$ cat src/rtl/elevator_car.sv
// Cycle-accurate elevator car/plant model: travels floor by floor on clocked timers,
// opens and closes its door on command, and flags commands it cannot honour.
module elevator_car #(
    parameter int unsigned NUM_FLOORS    = 8,
    parameter int unsigned FLOOR_WIDTH   = 3,
    parameter int unsigned TRAVEL_CYCLES = 10,
    parameter int unsigned DOOR_CYCLES   = 5
) (
    input  logic                   clk,
    input  logic                   rst,
    input  logic                   door_open,
    input  logic [1:0]             updown,
    output logic                   door,
    output logic [FLOOR_WIDTH-1:0] floor,
    output logic                   moving,
    output logic                   arrived,
    output logic                   cmd_error
);

    localparam int unsigned MaxCycles  = (TRAVEL_CYCLES > DOOR_CYCLES) ? TRAVEL_CYCLES
                                                                       : DOOR_CYCLES;
    localparam int unsigned TimerWidth = $clog2(MaxCycles);

    localparam logic [TimerWidth-1:0]  TravelLast = TimerWidth'(TRAVEL_CYCLES - 1);
    localparam logic [TimerWidth-1:0]  DoorLast   = TimerWidth'(DOOR_CYCLES - 1);
    localparam logic [TimerWidth-1:0]  TimerOne   = TimerWidth'(1);
    localparam logic [FLOOR_WIDTH-1:0] TopFloor   = FLOOR_WIDTH'(NUM_FLOORS - 1);
    localparam logic [FLOOR_WIDTH-1:0] FloorOne   = FLOOR_WIDTH'(1);

    localparam logic [1:0] CmdUp      = 2'b01;
    localparam logic [1:0] CmdDown    = 2'b10;
    localparam logic [1:0] CmdIllegal = 2'b11;

    typedef enum logic [2:0] {
        StIdle,
        StOpening,
        StOpen,
        StClosing,
        StMoveUp,
        StMoveDown
    } state_e;

    state_e                 state_q, state_d;
    logic [TimerWidth-1:0]  timer_q, timer_d;
    logic [FLOOR_WIDTH-1:0] floor_q, floor_d;
    logic                   door_q, door_d;
    logic                   moving_q, moving_d;
    logic                   arrived_q, arrived_d;
    logic                   cmd_error_q, cmd_error_d;

    logic cmd_up, cmd_down;
    assign cmd_up   = (updown == CmdUp);
    assign cmd_down = (updown == CmdDown);

    always_ff @(posedge clk) begin
        if (rst) begin
            state_q     <= StIdle;
            timer_q     <= '0;
            floor_q     <= '0;
            door_q      <= 1'b0;
            moving_q    <= 1'b0;
            arrived_q   <= 1'b0;
            cmd_error_q <= 1'b0;
        end else begin
            state_q     <= state_d;
            timer_q     <= timer_d;
            floor_q     <= floor_d;
            door_q      <= door_d;
            moving_q    <= moving_d;
            arrived_q   <= arrived_d;
            cmd_error_q <= cmd_error_d;
        end
    end

    always_comb begin
        state_d   = state_q;
        timer_d   = timer_q;
        floor_d   = floor_q;
        arrived_d = 1'b0;
        unique case (state_q)
            StIdle: begin
                timer_d = '0;
                if (door_open) begin
                    state_d = StOpening;
                end else if (cmd_up && floor_q != TopFloor) begin
                    state_d = StMoveUp;
                end else if (cmd_down && floor_q != '0) begin
                    state_d = StMoveDown;
                end
            end
            StOpening: begin
                // Opening always completes; a dropped request is handled from StOpen.
                if (timer_q == DoorLast) begin
                    state_d = StOpen;
                    timer_d = '0;
                end else begin
                    timer_d = timer_q + TimerOne;
                end
            end
            StOpen: begin
                timer_d = '0;
                if (!door_open) begin
                    state_d = StClosing;
                end
            end
            StClosing: begin
                if (door_open) begin
                    state_d = StOpening;
                    timer_d = '0;
                end else if (timer_q == DoorLast) begin
                    state_d = StIdle;
                    timer_d = '0;
                end else begin
                    timer_d = timer_q + TimerOne;
                end
            end
            StMoveUp: begin
                if (timer_q == TravelLast) begin
                    floor_d   = floor_q + FloorOne;
                    arrived_d = 1'b1;
                    timer_d   = '0;
                    state_d   = (cmd_up && floor_d != TopFloor) ? StMoveUp : StIdle;
                end else begin
                    timer_d = timer_q + TimerOne;
                end
            end
            StMoveDown: begin
                if (timer_q == TravelLast) begin
                    floor_d   = floor_q - FloorOne;
                    arrived_d = 1'b1;
                    timer_d   = '0;
                    state_d   = (cmd_down && floor_d != '0) ? StMoveDown : StIdle;
                end else begin
                    timer_d = timer_q + TimerOne;
                end
            end
            default: begin
                state_d = StIdle;
                timer_d = '0;
            end
        endcase
    end

    always_comb begin
        door_d      = (state_d == StOpen);
        moving_d    = (state_d == StMoveUp) || (state_d == StMoveDown);
        cmd_error_d = (updown == CmdIllegal);
        unique case (state_q)
            StIdle: begin
                // A simultaneous door request wins, so the move is not an error then.
                if (!door_open && ((cmd_up && floor_q == TopFloor) ||
                                   (cmd_down && floor_q == '0))) begin
                    cmd_error_d = 1'b1;
                end
            end
            StOpening, StOpen, StClosing: begin
                if (cmd_up || cmd_down) begin
                    cmd_error_d = 1'b1;
                end
            end
            StMoveUp, StMoveDown: begin
                if (door_open) begin
                    cmd_error_d = 1'b1;
                end
            end
            default: begin
                cmd_error_d = 1'b1;
            end
        endcase
    end

    assign door      = door_q;
    assign floor     = floor_q;
    assign moving    = moving_q;
    assign arrived   = arrived_q;
    assign cmd_error = cmd_error_q;

endmodule

$ cat config.mk
export PLATFORM = sky130hd
export DESIGN_NAME = elevator_car
export DESIGN_NICKNAME = d
export VERILOG_FILES = /design/src/rtl/elevator_car.sv
export SDC_FILE = /design/constraint.sdc
export NUM_CORES = 1
export LEC_CHECK = 0
export CAP_MARGIN = 20
export CORE_AREA = 2 2 58 54
export DETAILED_ROUTE_END_ITERATION = 10
export DIE_AREA = 0 0 60 56
export SLEW_MARGIN = 20
export SYNTH_ARGS = -nofsm -noshare
export SYNTH_HDL_FRONTEND = slang
export SYNTH_SLANG_ARGS = --single-unit
$ cat constraint.sdc
create_clock -name clk -period 2.9 [get_ports clk]
set_clock_uncertainty 0.2 [all_clocks]
set_input_delay 0.29 -clock clk [delete_from_list [all_inputs] [get_ports clk]]
set_output_delay 0.29 -clock clk [all_outputs]
set_load 0.01 [all_outputs]
==> results of run 1 <==
how the worst max path moves through the flow:
stage | depth (start not counted) | endpoint | slack [ps]
2_1_floorplan | 6 | moving | 780
3_3_place_gp | 6 | moving | 540
3_5_place_dp | 6 | state_q[2] | 500
4_1_cts | 6 | state_q[2] | 690
5_1_grt | 6 | state_q[2] | 570
6_report | 6 | state_q[2] | 700
cells in the mapped netlist (2+ instances only):
cell type	count	area share [%]
a211oi_1	3	2.4
nand2_1	8	3.2
nor2_1	8	3.2
nand3_1	3	1.6
a21o_1	2	1.6
nand3b_1	2	1.6
dfxtp_1	14	30
ha_1	13	17
a21oi_1	6	3.2
or4_1	2	1.6
o221ai_1	2	1.9
inv_1	9	3.6
xor2_1	3	2.8
nor3_1	2	1.1
xnor2_1	4	3.8
nand2b_1	2	1.3
routing by layer:
layer,part of all wire (%),vias up
li1,-,396
met2,42,19
met3,3.7,5
met5,0,-
met4,2.8,0
met1,52,343
per-stage QoR:
stage                     instances  total power, mW
after floorplan                 106           0.2380
after global placement          153           0.2549
after detailed placement        153           0.2550
after CTS                       156           0.3677
after global routing            156           0.3857
final                           156           0.3618
cells by family after synthesis:
logic type	count (synthesis)	share of synthesized area, %
AOI/OAI and AO/OA	23	18.37
xor gates and xnor gates	7	6.568
adders and majority gates	13	17.43
buffers and inverters	13	6.567
DFF	14	30.03
muxes	1	1.072
and+or+nand+nor	35	19.97
worst max-delay path: stages (launching register included):
cell	delay (ps)
dfxtp_1	450
inv_1	120
ha_1	240
nor3b_1	140
or4_1	390
or4_1	500
o221ai_1	90
state kept, by name (all words and copies together) (netlist names):
name	flops
arrived	1
cmd_error	1
door	1
floor	3
moving	1
state_q	3
timer_q	4
cell type report:
type,instances,area (µm²),area share (%)
Tap cell,40,50.05,4.598
Multi-Input combinational cell,79,591.8,54.37
Inverter,9,33.78,3.103
Sequential cell,14,280.3,25.75
Clock buffer,3,22.52,2.069
Timing Repair Buffer,11,110.1,10.12
cell usage in the layout, fill, tap and decap left out, types with 2 or more instances in the layout:
cell	Yosys	routed
or4_1	2	2
clkdlybuf4s50_1	0	11
nand2b_1	2	2
nor2_1	8	8
a21oi_1	6	6
nor3_1	2	2
xnor2_1	4	4
nand3_1	3	3
o221ai_1	2	2
dfxtp_1	14	14
xor2_1	3	3
nand2_1	8	8
nand3b_1	2	2
inv_1	9	9
a21o_1	2	2
clkbuf_4	0	3
a211oi_1	3	3
ha_1	13	13
power by group through the flow:
stage / clock (mW) / combinational, mW / sequential [mW]
finish: 0.111 / 0.0464 / 0.205
global route: 0.128 / 0.0519 / 0.206
CTS: 0.117 / 0.0464 / 0.205
detailed placement: 0 / 0.0461 / 0.209
global placement: 0 / 0.0459 / 0.209
floorplan: 0 / 0.0327 / 0.205
==> flow_metrics.tcl, run 1 <==
set metrics [dict create \
    cts_buffers 3 \
    cts.htree.levels 1 \
    swShare_pct 25.72 \
    whs_endpoint "timer_q[0]" \
    path_clk_slew_ps 80 \
    placed_cell_area_um2 1066 \
    numPortBuffers 11 \
    cts_tree "yes" \
    hold_ws_ps 300.5 \
    grt_pass1_wl_um 3111 \
    fin_area_um2 1089 \
    yosys_register_bits 14 \
    cp-end-kind "flip-flop" \
    hpwl_um 1355 \
    gr-total-overflow 0 \
    status "finished, final reports clean" \
    dieArea_um2 3360 \
    antenna_cells 0 \
    slew_viol_final 0 \
    yosys_most_used_dff "dfxtp_1" \
    pwr-share-seq_pct 56.6 \
    slew_headroom_pct 65.76 \
    rrSetupSlack_ps 700 \
    finalNetCount 136 \
    n_fill_cell 301 \
    critPathKind "reg -> reg" \
    r2r_cells 6 \
    clockBufferDepth 2 \
    gp_congestion 0.8441 \
    antenna_left 0 \
    p_per_area_nw_per_um2 332.4 \
    wl_per_cell_um 11.71 \
    utilization_pct 39.94 \
    cp-startpoint "floor[0]" \
    post_cts_buffers 0 \
    cp-start-kind "flip-flop" \
    arrival_ps 2210 \
    preCtsSetupSlack_ps 498.4 \
    die_x_um 60 \
    drv_cap 0 \
    fmax_mhz 454.2 \
    antenna_found_initial 0 \
    grt_use_total_pct 12.12 \
    leakagePower_nw 0.4026 \
    combPwrFrac_pct 12.8 \
    rows 18 \
    syn_avg_cell_area_um2 8.806 \
    power_frac_clock_pct 30.6 \
    finalCritPeriodShare_pct 75.92 \
    die_h_um 56 \
    drt_iter0_markers 20 \
    area_delta_synth_final_pct 16.62 \
    worstHoldPathCells 1 \
    yosys_warnings 0 \
    synth_cell_types 39 \
    rsz0062_at_grt "false" \
    async_flop_share_pct 0 \
    hp-class "reg -> reg" \
    drt-total-wl_um 1827 \
    switchingPower_uw 93.05 \
    clock_latency_ps 280 \
    worst_r2r_endpoint "state_q[2]" \
    intPower_uw 268.8 \
    vias 763 \
    routed_via_density 4.891 \
    synth_nets 124 \
    fin_ws_ps 698.4 \
    r2r-start "floor[0]" \
    min_from "timer_q[0]" \
    cts-resized-gates 0 \
    grt_start_max_net_pins 14 \
    use_met3_pct 2.791 \
    met2_usage_pct 16.46 \
    hold_viol 0 \
    start_util_pct 34.25 \
    cp_max_fo 6 \
    grt_pass1_vias 724 \
    seq_area_frac_synth_pct 30.03 \
    drtPass1Iterations 4 \
    synthesis.area_um2 933.4 \
    fin_tns_setup_ps 0 \
    grt_busiest_layer "met1" \
    design.core.area_um2 2725 \
    ir_drop_uv 95.37 \
    worst_pin_slew_ps 512.0 \
    cts_sinks 14 \
    netlist_instances 106 \
    synth_edf_count 0 \
    setup_viol 0 \
    period_needed_ps 2202 \
    required_ps 2900 \
    grt_use_met1_pct 16.48 \
    ioPinCount 12 \
    drc_errors 0 \
    root_buffer "clkbuf_4" \
    postCtsHoldBufs 0 \
    final_layout_size_suffix_gt1_share_pct 5.172 \
]
Note: power is estimated with default switching activity, not from simulation.
==> run 2: changes to the inputs <==
==> constraint.sdc (replaced) <==
create_clock -name clk -period 1.8 [get_ports clk]
set_clock_uncertainty 0.2 [all_clocks]
set_input_delay 0.18 -clock clk [delete_from_list [all_inputs] [get_ports clk]]
set_output_delay 0.18 -clock clk [all_outputs]
set_load 0.01 [all_outputs]
==> flow_metrics.tcl, run 2 (synthesis results as in run 1) <==
set metrics [dict create \
    status "finished with violations" \
    violations "negative setup slack" \
    drv_cap 0 \
    routed_via_density 4.924 \
    ioPinCount 12 \
    cp-start-kind "flip-flop" \
    rsz0062_at_grt "true" \
    slew_viol_final 0 \
    cp_max_fo 3 \
    worst_pin_slew_ps 388.5 \
    dieArea_um2 3360 \
    placed_cell_area_um2 1226 \
    numPortBuffers 11 \
    regMostFlops "timer_q" \
    gp_congestion 0.8275 \
    drt-total-wl_um 2186 \
    cp-end-kind "flip-flop" \
    start_util_pct 34.25 \
    n_fill_cell 266 \
    antenna_cells 0 \
    fin_ws_ps -62.51 \
    finalCritPeriodShare_pct 103.5 \
    utilization_pct 47.29 \
    critPathKind "reg -> reg" \
    required_ps 1820 \
    clock_latency_ps 290 \
    path_clk_slew_ps 90 \
    wl_per_cell_um 12.71 \
    cts_tree "yes" \
    root_buffer "clkbuf_4" \
    postCtsHoldBufs 0 \
    ir_drop_uv 467.5 \
    p_per_area_nw_per_um2 513.1 \
    final_layout_size_suffix_gt1_share_pct 25.00 \
    hold_viol 0 \
    setup_viol 2 \
    gr-total-overflow 0 \
    drtPass1Iterations 4 \
    period_needed_ps 1863 \
    slew_headroom_pct 74.02 \
    arrival_ps 1880 \
    hp-class "reg -> reg" \
    largest_register_ff_count 4 \
    die_h_um 56 \
    drt_iter0_markers 29 \
    fin_area_um2 1289 \
    cts_buffers 3 \
    mostFrequentLayoutCell "buf_4" \
    grt_pass1_wl_um 3781 \
    fmax_mhz 536.9 \
    grt_use_total_pct 14.57 \
    seqCellArea_um2 287.8 \
    rows 18 \
    drc_errors 0 \
    vias 847 \
    fin_tns_setup_ps -124.3 \
    design.core.area_um2 2725 \
    multi_input_area_um2 638.1 \
    area_delta_synth_final_pct 38.07 \
    leakagePower_nw 0.5204 \
    cts_sinks 14 \
    antenna_found_initial 0 \
    cts.htree.levels 1 \
    clockBufferDepth 2 \
    hpwl_um 1698 \
    grt_pass1_vias 905 \
    layout_common_cells "buf_4 (14), ha_1 (12), dfxtp_1 (12)" \
    grt_start_max_net_pins 11 \
    finalNetCount 151 \
    antenna_left 0 \
    die_x_um 60 \
]
==> run 2: worst max-delay path, stage by stage (launching register included) <==
cell	delay (ps)
dfxtp_4	360
inv_4	40
ha_4	150
nor3b_1	130
or4_1	400
or4_4	440
o221ai_2	70
==> run 2: worst paths after layout <==
| kind | start | to | slack, ps | cells after the start |
|---|---|---|---|---|
| setup / recovery | floor[1] | moving | -60 | 6 |
| hold / removal | timer_q[0] | timer_q[0] | 370 | 2 |
| setup reg to reg | floor[1] | moving | -60 | 6 |
| hold reg to reg | timer_q[0] | timer_q[0] | 370 | 2 |
==> run 2: layer usage <==
metal  vias to the layer above  part of all wire [%]  global-route usage [%]
met1                       400                    47                   16.60
met4                         0                   1.3                   4.444
li1                        426                     -                       -
met2                        17                    47                   24.22
met3                         4                   4.8                   6.047
met5                         -                     0                       0
==> run 2: power breakdown <==
part           switching [mW]  internal [mW]
Combinational          0.0502         0.0552
Sequential            0.00629          0.314
Clock                   0.112          0.123
==> run 2: cell type report <==
cell class | count | area share, %
clock buffer | 4 | 2.816
inverter | 9 | 3.010
multi-input combinational | 79 | 49.51
sequential | 14 | 22.33
tap | 40 | 3.883
timing repair buffer | 26 | 18.45
==> run 2: repair_timing <==
item / CTS / global route
setup endpoints to repair: 4 / 6
buffers inserted: 0 / 0
pin swaps: 3 / 2
resized for setup: 0 / 6
endpoints found under the hold margin: 0 / 0
==> run 2: stage by stage <==
| stage | setup slack (ps) | std cells | hold WS, ps | total power [mW] |
|---|---|---|---|---|
| after floorplan | -148.9 | 106 | 64.64 | 0.3810 |
| after global placement | -362.5 | 168 | 348.0 | 0.4283 |
| after detailed placement | -421.3 | 168 | 366.7 | 0.4306 |
| after CTS | -73.97 | 172 | 380.5 | 0.6705 |
| after global routing | -117.7 | 172 | 405.1 | 0.6959 |
| final | -62.51 | 172 | 370.8 | 0.6613 |
